`config.mk`:
```
export PLATFORM = sky130hd
export DESIGN_NAME = f2i_pipe_flat
export DESIGN_NICKNAME = d
export VERILOG_FILES = /design/src/rtl/f2i_pipe_if.sv /design/src/rtl/f2i_pipe.sv /design/src/flat_wrapper.sv
export SDC_FILE = /design/constraint.sdc
export NUM_CORES = 1
export LEC_CHECK = 0
export BUFFER_PORTS_ARGS = -buffer_cell sky130_fd_sc_hd__buf_2
export CAP_MARGIN = 40
export CELL_PAD_IN_SITES_DETAIL_PLACEMENT = 1
export CELL_PAD_IN_SITES_GLOBAL_PLACEMENT = 1
export CORE_ASPECT_RATIO = 0.6
export CORE_MARGIN = 3
export CORE_UTILIZATION = 35
export DETAILED_ROUTE_END_ITERATION = 7
export PLACE_DENSITY_LB_ADDON = 0.05
export SETUP_SLACK_MARGIN = 0.5
export SLEW_MARGIN = 0
export SYNTH_ARGS = -nofsm -noshare
export SYNTH_HDL_FRONTEND = slang
export SYNTH_SLANG_ARGS = --single-unit
```
`constraint.sdc`:
```
create_clock -name clk -period 7.7 [get_ports clk]
set_input_delay 0.77 -clock clk [delete_from_list [all_inputs] [get_ports clk]]
set_output_delay 0.77 -clock clk [all_outputs]
set_load 0.02 [all_outputs]
```
`src/rtl/f2i_pipe_if.sv`:
```
// Handshake and data bundle for the float-to-integer converter.
// The slave side is the converter; the master side is whoever feeds
// operands in and collects integer results.
interface f2i_pipe_if;
    logic        in_valid;
    logic        in_ready;
    logic [31:0] a;
    logic        out_valid;
    logic        out_ready;
    logic [31:0] d;
    logic        p_lost;
    logic        invalid;

    modport master (
        output in_valid, a, out_ready,
        input  in_ready, out_valid, d, p_lost, invalid
    );

    modport slave (
        input  in_valid, a, out_ready,
        output in_ready, out_valid, d, p_lost, invalid
    );
endinterface

```
`src/rtl/f2i_pipe.sv`:
```
// Three-stage IEEE-754 single-precision to int32 converter, truncating
// toward zero. S1 decodes the operand, S2 aligns the significand to an
// integer magnitude, S3 applies the sign and selects the invalid result.
// All stages advance together under one global enable, so a stalled
// output freezes the whole pipe and bubbles travel as valid=0 slots.
module f2i_pipe (
    input  logic     clk,
    input  logic     rst,
    f2i_pipe_if.slave bus
);

    localparam logic [31:0] INT_MIN  = 32'h8000_0000;
    localparam logic [31:0] NEG_2P31 = 32'hCF00_0000;

    logic en;

    // S1 (decode) state
    logic              v1_q,       v1_d;
    logic              sign1_q,    sign1_d;
    logic signed [8:0] e1_q,       e1_d;
    logic [23:0]       m1_q,       m1_d;
    logic              nan_inf1_q, nan_inf1_d;
    logic              tiny1_q,    tiny1_d;
    logic              neg_min1_q, neg_min1_d;
    logic              nz1_q,      nz1_d;

    // S2 (align) state
    logic              v2_q,       v2_d;
    logic              sign2_q,    sign2_d;
    logic [31:0]       mag2_q,     mag2_d;
    logic              lost2_q,    lost2_d;
    logic              bad2_q,     bad2_d;
    logic              min2_q,     min2_d;

    // S3 (output) state
    logic              out_valid_q, out_valid_d;
    logic [31:0]       d_q,         d_d;
    logic              p_lost_q,    p_lost_d;
    logic              invalid_q,   invalid_d;

    // One enable for every stage: the pipe moves only if the output slot
    // is empty or being taken this cycle.
    assign en           = !out_valid_q || bus.out_ready;
    assign bus.in_ready = en;

    assign bus.out_valid = out_valid_q;
    assign bus.d         = d_q;
    assign bus.p_lost    = p_lost_q;
    assign bus.invalid   = invalid_q;

    // S1 next state: split the operand into sign, unbiased exponent,
    // significand with hidden bit, and the class flags S2 needs.
    always_comb begin
        v1_d       = bus.in_valid;
        sign1_d    = bus.a[31];
        e1_d       = $signed({1'b0, bus.a[30:23]}) - 9'sd127;
        m1_d       = {1'b1, bus.a[22:0]};
        nan_inf1_d = (bus.a[30:23] == 8'hFF);
        tiny1_d    = (bus.a[30:23] < 8'd127);
        neg_min1_d = (bus.a == NEG_2P31);
        nz1_d      = |bus.a[30:0];
    end

    // S1 register: capture the decoded operand when the pipe advances.
    always_ff @(posedge clk or posedge rst) begin
        // NOTE: the datapath registers are reset along with the valid bits
        // so d/p_lost/invalid read 0 after reset; only the valid bits are
        // needed for correct handshaking.
        if (rst) begin
            v1_q       <= 1'b0;
            sign1_q    <= 1'b0;
            e1_q       <= '0;
            m1_q       <= '0;
            nan_inf1_q <= 1'b0;
            tiny1_q    <= 1'b0;
            neg_min1_q <= 1'b0;
            nz1_q      <= 1'b0;
        end else if (en) begin
            // NOTE: sequential state uses non-blocking assignments so every
            // stage samples the previous stage's value from before the edge.
            v1_q       <= v1_d;
            sign1_q    <= sign1_d;
            e1_q       <= e1_d;
            m1_q       <= m1_d;
            nan_inf1_q <= nan_inf1_d;
            tiny1_q    <= tiny1_d;
            neg_min1_q <= neg_min1_d;
            nz1_q      <= nz1_d;
        end
    end

    // S2 next state: range classification and shift of the significand
    // into an integer magnitude, collecting any discarded fraction bits.
    always_comb begin
        // NOTE: every output of this block gets a default first so no path
        // through the if/else chain leaves one unassigned (no latches).
        v2_d    = v1_q;
        sign2_d = sign1_q;
        mag2_d  = '0;
        lost2_d = 1'b0;
        bad2_d  = 1'b0;
        min2_d  = 1'b0;
        if (nan_inf1_q) begin
            bad2_d = 1'b1;
        end else if (e1_q >= 9'sd31) begin
            // Only -2^31 itself is representable at this magnitude.
            if (neg_min1_q) begin
                min2_d = 1'b1;
            end else begin
                bad2_d = 1'b1;
            end
        end else if (tiny1_q) begin
            // |a| < 1: magnitude is zero, anything nonzero was lost (±0 is not).
            lost2_d = nz1_q;
        end else if (e1_q >= 9'sd23) begin
            // Integer with no fraction bits: shift left by 0..7.
            mag2_d = {8'h00, m1_q} << (e1_q - 9'sd23);
        end else begin
            // 0 <= e < 23: shift right by 1..23, OR the bits that fall off.
            mag2_d  = {8'h00, m1_q >> (9'sd23 - e1_q)};
            lost2_d = |(m1_q & ~(24'hFF_FFFF << (9'sd23 - e1_q)));
        end
    end

    // S2 register: capture aligned magnitude and range flags.
    always_ff @(posedge clk or posedge rst) begin
        if (rst) begin
            v2_q    <= 1'b0;
            sign2_q <= 1'b0;
            mag2_q  <= '0;
            lost2_q <= 1'b0;
            bad2_q  <= 1'b0;
            min2_q  <= 1'b0;
        end else if (en) begin
            v2_q    <= v2_d;
            sign2_q <= sign2_d;
            mag2_q  <= mag2_d;
            lost2_q <= lost2_d;
            bad2_q  <= bad2_d;
            min2_q  <= min2_d;
        end
    end

    // S3 next state: apply the sign, or substitute INT_MIN for invalid
    // operands and for the exact -2^31 case.
    always_comb begin
        out_valid_d = v2_q;
        d_d         = sign2_q ? (32'd0 - mag2_q) : mag2_q;
        p_lost_d    = lost2_q;
        invalid_d   = 1'b0;
        if (bad2_q) begin
            d_d       = INT_MIN;
            p_lost_d  = 1'b0;
            invalid_d = 1'b1;
        end else if (min2_q) begin
            d_d       = INT_MIN;
            p_lost_d  = 1'b0;
        end
    end

    // S3 register: output slot, held while the consumer stalls.
    always_ff @(posedge clk or posedge rst) begin
        if (rst) begin
            out_valid_q <= 1'b0;
            d_q         <= '0;
            p_lost_q    <= 1'b0;
            invalid_q   <= 1'b0;
        end else if (en) begin
            out_valid_q <= out_valid_d;
            d_q         <= d_d;
            p_lost_q    <= p_lost_d;
            invalid_q   <= invalid_d;
        end
    end

endmodule

```
`src/flat_wrapper.sv`:
```
// flat-port wrapper written by rule: the top's interface ports become plain ports
module f2i_pipe_flat 
  (clk, rst, bus_in_valid, bus_a, bus_out_ready, bus_in_ready, bus_out_valid, bus_d, bus_p_lost, bus_invalid);
  f2i_pipe_if bus_i ();
  input  logic clk;
  input  logic rst;
  input wire logic [$bits(bus_i.in_valid)-1:0] bus_in_valid;
  input wire logic [$bits(bus_i.a)-1:0] bus_a;
  input wire logic [$bits(bus_i.out_ready)-1:0] bus_out_ready;
  output wire logic [$bits(bus_i.in_ready)-1:0] bus_in_ready;
  output wire logic [$bits(bus_i.out_valid)-1:0] bus_out_valid;
  output wire logic [$bits(bus_i.d)-1:0] bus_d;
  output wire logic [$bits(bus_i.p_lost)-1:0] bus_p_lost;
  output wire logic [$bits(bus_i.invalid)-1:0] bus_invalid;
  assign bus_i.in_valid = bus_in_valid;
  assign bus_i.a = bus_a;
  assign bus_i.out_ready = bus_out_ready;
  assign bus_in_ready = bus_i.in_ready;
  assign bus_out_valid = bus_i.out_valid;
  assign bus_d = bus_i.d;
  assign bus_p_lost = bus_i.p_lost;
  assign bus_invalid = bus_i.invalid;
  f2i_pipe u_core (.clk(clk), .rst(rst), .bus(bus_i));
endmodule
```
==> results.sh, run 1 <==
export IMPL_status="complete, no violations"
export IMPL_worstSkewPairLatency_ns=0.38
export IMPL_synthAdderAreaFrac=0.00729
export IMPL_p_per_area_nw_per_um2=364
export IMPL_cp_required_ns=7.96
export IMPL_startpoint_type="flip-flop"
export IMPL_synthFlopType="dfrtp_1"
export IMPL_dp_hpwl_um=23800
export IMPL_grt_pass1_vias=7879
export IMPL_final_common_cell="nand2_1"
export IMPL_clock_skew_ns=0.0121
export IMPL_place_congestion=0.944
export IMPL_placeableCoreArea_um2=23600
export IMPL_dp_slack_ns=4.14
export IMPL_synth_compound_area_frac=0.191
export IMPL_cp_max_fo=30
export IMPL_max_slew_margin=0.433
export IMPL_crit_path_start="u_core.e1_q[3]"
export IMPL_synthSimpleGateAreaFrac=0.192
export IMPL_finalHoldViolations=0
export IMPL_synth_top_family_by_area="simple AND/OR/NAND/NOR gates"
export IMPL_cts_root_buf="clkbuf_16"
export IMPL_synth_cell_type_count=78
export IMPL_final_nets=1049
export IMPL_synth_top_area_frac=0.324
export IMPL_synth_xor_area_frac=0.0507
export IMPL_yosysSeqAreaShare=0.324
export IMPL_grt_pass1_wl_um=49400
export IMPL_tightestPinTransition_ns=0.842
export IMPL_detail_route_vias_per_cell=5.92
export IMPL_r2r_start="u_core.e1_q[3]"
export IMPL_min_period_over_period=0.469
export IMPL_hp_class="in2async"
export IMPL_io_pins=72
export IMPL_wl_per_cell_um=23.6
export IMPL_drtIter0Drc=654
export IMPL_synth_largest_area_cell="dfrtp_1"
export IMPL_rows=43
export IMPL_grt_max_degree=73
export IMPL_grt_setup_unrepaired="no"
export IMPL_min_period_ns=3.61
export IMPL_port_buffers=71
export IMPL_yosysWarnings=0
export IMPL_synthesis_instances=995
export IMPL_syn_area_um2=8580
export IMPL_dieHeight_um=127
export IMPL_grt_overflow=0
export IMPL_max_cap_violations=0
export IMPL_synth_area_top_cells="dfrtp_1 (32%), nand2_1 (8.5%), mux2i_1 (8.5%), mux4_2 (7.9%), o21ai_0 (5.1%)"
export IMPL_postRouteAntennaNets=0
export IMPL_met3_usage=0.0829
export IMPL_initial_core_util=0.363
export IMPL_fin_setup_tns_ns=0
export IMPL_gr_usage_all_layers=0.241
export IMPL_drt_total_wl_um=31400
export IMPL_ctsHoldBuffers=0
export IMPL_async_flop_share=1.00
export IMPL_grt_busiest_layer="met1"
export IMPL_finalSetupViolCount=0
export IMPL_ir_drop_uv=146
export IMPL_yosys_register_bits=111
export IMPL_dr_total_vias=7856
export IMPL_die_area_um2=26500
export IMPL_synth_area_per_cell_um2=8.63
export IMPL_cts_tree="built"
export IMPL_met1_usage=0.381
export IMPL_slew_viol_final=0
export IMPL_fmax_ghz=0.277
export IMPL_worstSetupPathType="reg2reg"
export IMPL_cts_made_buffers=9
export IMPL_finalWorstSetupSlack_ns=4.09
export IMPL_critPathArrivalTime_ns=3.86
export IMPL_cp_end_kind="flip-flop"
export IMPL_n_antenna_cell=0
export IMPL_p_leak_nw=4.13
export IMPL_cts_setup_buffers=0
export IMPL_drc=0
export IMPL_drive_gt1_frac=0.171
export IMPL_dr_pass1_iters=5
export IMPL_synth_mux_area_frac=0.182
export IMPL_grt_util_met2=0.312
export IMPL_cts_htree_levels=3
export IMPL_syn_num_nets=1036
export IMPL_cts_sinks=111
export IMPL_clk_pin_slew_ns=0.08
export IMPL_area_growth_syn_to_layout_pct=10.3
export IMPL_cts_resized=0
export IMPL_die_w_um=208
export IMPL_clock_path_buffers=2
export IMPL_antenna_found_initial=0
export IMPL_synth_edff_count=0
export IMPL_layout_common_cells="nand2_1 (195), dfrtp_1 (110), o21ai_0 (88)"
## layer usage
layer | up-vias | part of all wire
li1 | 3642 | -
met5 | - | 0
met2 | 220 | 0.39
met4 | 0 | 0.0097
met3 | 21 | 0.077
met1 | 3973 | 0.53
## critical path, cell delays in order, from the launching register on
cell	delay, ns
dfrtp_1	0.37
buf_4	0.24
inv_1	0.59
ha_1	0.53
buf_8	0.25
nor3_1	0.30
o2111ai_1	0.17
a2111oi_1	0.54
nand4_1	0.18
o31a_1	0.32
## per-stage QoR
| stage | cell area [um^2] | power, W | std cells | util | hold slack [ns] |
|---|---|---|---|---|---|
| after floorplan | 8580 | 0.00229 | 995 | - | 0.430 |
| after global placement | 9070 | 0.00291 | 1307 | 0.384 | 0.447 |
| after detailed placement | 9180 | 0.00294 | 1312 | 0.389 | 0.451 |
| after CTS | 9460 | 0.00344 | 1328 | 0.401 | 0.301 |
| after global routing | 9460 | 0.00370 | 1328 | 0.401 | 0.314 |
| final | 9460 | 0.00345 | 1328 | 0.401 | 0.314 |
## worst paths after layout
check | depth (start not counted) | endpoint | slack (ns)
max | 9 | u_core.lost2_q | 4.09
min | 2 | u_core.bus.d[1] | 0.31
max reg2reg | 9 | u_core.lost2_q | 4.09
min reg2reg | 2 | u_core.out_valid_d | 0.47
max in group asynchronous | 3 | u_core.mag2_q[27] | 6.53
min in group clk | 2 | u_core.out_valid_d | 0.47
## power by group
part	total [W]	internal [W]	switching, W
Clock	0.000478	0.000239	0.000240
Combinational	0.00206	0.000755	0.00130
Sequential	0.000916	0.000707	0.000209
Total	0.00345	0.00170	0.00175
## cell families after synthesis
kind of cell             Yosys count
AND/OR/NAND/NOR                  365
AO/OA/AOI/OAI                    246
multiplexers                     117
flip-flops                       111
buffers and inverters            103
XOR/XNOR                          48
adder cells (fa/ha/maj)            5
## sequential cells by signal (all words and copies together) (netlist names), 9 cells and up
register,count
u_core.m1_q,24
u_core.bus.d,32
u_core.e1_q,9
u_core.mag2_q,32
## cell usage after synthesis (all sizes together), types with 6 or more instances
| cell type | instances |
|---|---|
| o21a | 6 |
| nor3 | 22 |
| dfrtp | 111 |
| xnor2 | 11 |
| mux2 | 14 |
| mux4 | 30 |
| nand3 | 28 |
| or3 | 7 |
| a22oi | 8 |
| and3 | 7 |
| nor2b | 8 |
| nor2 | 46 |
| and2 | 6 |
| o31ai | 12 |
| a31oi | 7 |
| a21oi | 32 |
| o21ai | 104 |
| inv | 13 |
| nand4 | 13 |
| nor4 | 14 |
| mux2i | 73 |
| xor2 | 37 |
| clkbuf | 59 |
| nand2 | 196 |
| buf | 31 |
## layout make-up
cell class | instances | area, um^2
tap | 315 | 394
sequential | 111 | 2780
inverter | 13 | 51.3
clock inverter | 4 | 28.8
multi-input combinational | 781 | 5370
clock buffer | 12 | 256
timing repair buffer | 92 | 588
fill | 2781 | 14200
Power figures use the tool's default switching activity.
==> run 2, diff against run 1 <==
--- a/config.mk
+++ b/config.mk
@@ -5,6 +5,7 @@
 export SDC_FILE = /design/constraint.sdc
 export NUM_CORES = 1
 export LEC_CHECK = 0
+export ABC_AREA = 1
 export BUFFER_PORTS_ARGS = -buffer_cell sky130_fd_sc_hd__buf_2
 export CAP_MARGIN = 40
 export CELL_PAD_IN_SITES_DETAIL_PLACEMENT = 1
==> constraint.sdc (replaced) <==
create_clock -name clk -period 3.2 [get_ports clk]
set_input_delay 0.32 -clock clk [delete_from_list [all_inputs] [get_ports clk]]
set_output_delay 0.32 -clock clk [all_outputs]
set_load 0.02 [all_outputs]
==> run 2 against run 1 <==
Effect of this change:
- sequential power grew 150%
- register-to-register slack got worse by 3.6 ns
- via count up 31%
- global-route usage rose by 3.8 points
- synthesized area up 1.6%
- sequential share of layout area down 2.8 points
- highest routed layer unchanged
==> results.sh, run 2 <==
export IMPL_fmax_ghz=0.370
export IMPL_synth_area_per_cell_um2=6.11
export IMPL_yosysWarnings=0
export IMPL_critPathArrivalTime_ns=2.99
export IMPL_cp_end_kind="flip-flop"
export IMPL_finalSetupViolCount=0
export IMPL_synth_top_family_by_area="simple AND/OR/NAND/NOR gates"
export IMPL_initial_core_util=0.358
export IMPL_gr_usage_all_layers=0.278
export IMPL_crit_path_start="u_core.e1_q[3]"
export IMPL_synthFlopType="dfrtp_1"
export IMPL_worstSetupPathType="reg2reg"
export IMPL_placeableCoreArea_um2=24300
export IMPL_hp_class="in2async"
export IMPL_worstSkewPairLatency_ns=0.39
export IMPL_dp_hpwl_um=28300
export IMPL_fin_setup_tns_ns=0
export IMPL_final_nets=1542
export IMPL_cp_required_ns=3.48
export IMPL_synth_top_area_frac=0.319
export IMPL_syn_num_nets=1468
export IMPL_cp_max_fo=12
export IMPL_rows=44
export IMPL_rr_endpoint="u_core.mag2_q[20]"
export IMPL_cts_sinks=111
export IMPL_r2r_start="u_core.e1_q[3]"
export IMPL_layout_common_cells="nand2_1 (489), nand3_1 (240), dfrtp_1 (107)"
export IMPL_antenna_found_initial=0
export IMPL_dr_total_vias=10300
export IMPL_postRouteAntennaNets=0
export IMPL_grt_setup_unrepaired="yes"
export IMPL_dp_cells=1778
export IMPL_yosysSeqAreaShare=0.319
export IMPL_drt_total_wl_um=37800
export IMPL_clock_path_buffers=2
export IMPL_syn_area_um2=8720
export IMPL_wl_met3_um=3320
export IMPL_wl_per_cell_um=20.7
export IMPL_synthesis_instances=1427
export IMPL_final_common_cell="nand2_1"
export IMPL_yosys_register_bits=111
export IMPL_grt_pass1_vias=9762
export IMPL_grt_overflow=0
export IMPL_startpoint_type="flip-flop"
export IMPL_min_period_ns=2.70
export IMPL_status="complete, no violations"
export IMPL_synth_top_cells_by_count="nand2_1 (513), nand3_1 (268), dfrtp_1 (111)"
export IMPL_grt_pass1_wl_um=57800
export IMPL_synth_area_top_cells="dfrtp_1 (32%), nand2_1 (22%), nand3_1 (15%), o21ai_0 (5.3%), inv_1 (4.4%)"
export IMPL_tightestPinTransition_ns=0.835
export IMPL_reg2reg_slack_ns=0.50
export IMPL_place_congestion=0.972
export IMPL_dieHeight_um=128
export IMPL_p_sw_w=0.00540
export IMPL_drtIter0Drc=951
export IMPL_dr_pass1_iters=5
export IMPL_clock_skew_ns=0.00916
export IMPL_max_slew_margin=0.442
export IMPL_cts_tree="built"
export IMPL_p_int_w=0.00446
export IMPL_io_pins=72
export IMPL_power_frac_seq=0.233
export IMPL_async_flop_share=1.00
export IMPL_synth_xor_area_frac=0.00603
export IMPL_die_w_um=210
export IMPL_fin_util=0.431
export IMPL_synth_mux_area_frac=0
export IMPL_clkPwrFrac=0.134
export IMPL_pwr_share_comb=0.634
export IMPL_synthAdderAreaFrac=0.00717
export IMPL_cts_made_buffers=9
export IMPL_finalHoldViolations=0
export IMPL_wirelength_met1_um=19300
export IMPL_area_growth_syn_to_layout_pct=20.4
export IMPL_synth_largest_area_cell="dfrtp_1"
export IMPL_die_area_um2=26900
export IMPL_sw_frac_of_total=0.547
export IMPL_cts_htree_levels=3
export IMPL_drc=0
export IMPL_cts_root_buf="clkbuf_16"
export IMPL_drive_gt1_frac=0.180
export IMPL_slew_viol_final=0
export IMPL_top_layer="met4"
export IMPL_p_leak_nw=5.23
export IMPL_max_cap_violations=0
export IMPL_synth_edff_count=0
export IMPL_min_period_over_period=0.845
export IMPL_wl_met2_um=14900
export IMPL_synth_compound_area_frac=0.126
export IMPL_ctsHoldBuffers=0
export IMPL_grt_max_degree=112
export IMPL_synthSimpleGateAreaFrac=0.458
export IMPL_reg2reg_depth=18
export IMPL_synth_cell_type_count=45
export IMPL_clk_pin_slew_ns=0.08
export IMPL_p_per_area_nw_per_um2=940
export IMPL_detail_route_vias_per_cell=5.62
export IMPL_stdcell_count=1829
export IMPL_port_buffers=71
export IMPL_yosysMostFrequentCell="nand2_1"
export IMPL_ir_drop_uv=413
[run 2: worst max path at each step]
stage | end | depth (start not counted)
2_1_floorplan | u_core.lost2_q | 17
3_3_place_gp | u_core.mag2_q[16] | 17
3_5_place_dp | u_core.bus.d[30] | 14
4_1_cts | u_core.bus.d[30] | 14
5_1_grt | u_core.mag2_q[20] | 18
6_report | u_core.mag2_q[20] | 18
[run 2: kinds of logic (layout without fill, tap and decap cells)]
kind of cell,count (synthesis),after routing
buffers and inverters,182,261
AO/OA/AOI/OAI,197,197
flip-flops,111,111
other,0,1
XOR/XNOR,6,6
adder cells (fa/ha/maj),5,5
AND/OR/NAND/NOR,926,926
[run 2: power groups by stage]
| stage | sequential (W) | clock (W) | combinational (W) |
|---|---|---|---|
| finish | 0.00229 | 0.00132 | 0.00625 |
| global route | 0.00233 | 0.00142 | 0.00690 |
| CTS | 0.00226 | 0.00136 | 0.00562 |
| detailed placement | 0.00228 | 0 | 0.00545 |
| global placement | 0.00228 | 0 | 0.00539 |
| floorplan | 0.00226 | 0 | 0.00357 |
[run 2: stage by stage]
step / setup slack, ns / hold WS [ns] / power (W) / cell area (um^2)
CTS: 0.483 / 0.122 / 0.00924 / 9860
global route: 0.307 / 0.129 / 0.0107 / 10500
finish: 0.496 / 0.0833 / 0.00986 / 10500
global placement: 0.361 / 0.448 / 0.00766 / 9400
detailed placement: 0.332 / 0.457 / 0.00773 / 9400
floorplan: 0.869 / 0.430 / 0.00583 / 8720
[run 2: worst max-delay path, cell delays in order (launching register included)]
cell and delay (ns):
dfrtp_2 0.45, clkinv_4 0.09, ha_1 0.19, nand4_1 0.15, nand3_2 0.13, nand2_2 0.11, nor2_4 0.04, buf_4 0.14
buf_12 0.14, nand3_1 0.11, nand2_1 0.10, nand3_1 0.16, nand3_1 0.11, nand3_1 0.13, nand3_1 0.19, nand2_1 0.17
nand2_1 0.06, nand2_1 0.08, nand2_1 0.05
[run 2: repair_timing]
action,4_1_cts,5_1_grt
gates cloned,0,3
pin swaps,7,29
buffers inserted,10,21
setup endpoints to repair,27,42
resized for setup,7,114
[run 2: per-layer routing]
metal | track usage | up-vias
met5 | 0 | -
met4 | 0.0429 | 0
met3 | 0.0677 | 21
met2 | 0.379 | 327
met1 | 0.443 | 5080
li1 | - | 4853
[run 2: layout make-up]
cell class              instances  area, um^2
clock inverters                 7         114
flip-flops and latches        111        2780
diodes                          1        2.50
multi-input cells            1134        5570
well taps                     322         403
clock buffers                   9         225
repair buffers                133         961
inverters                     112         434
fillers                      3261       13800
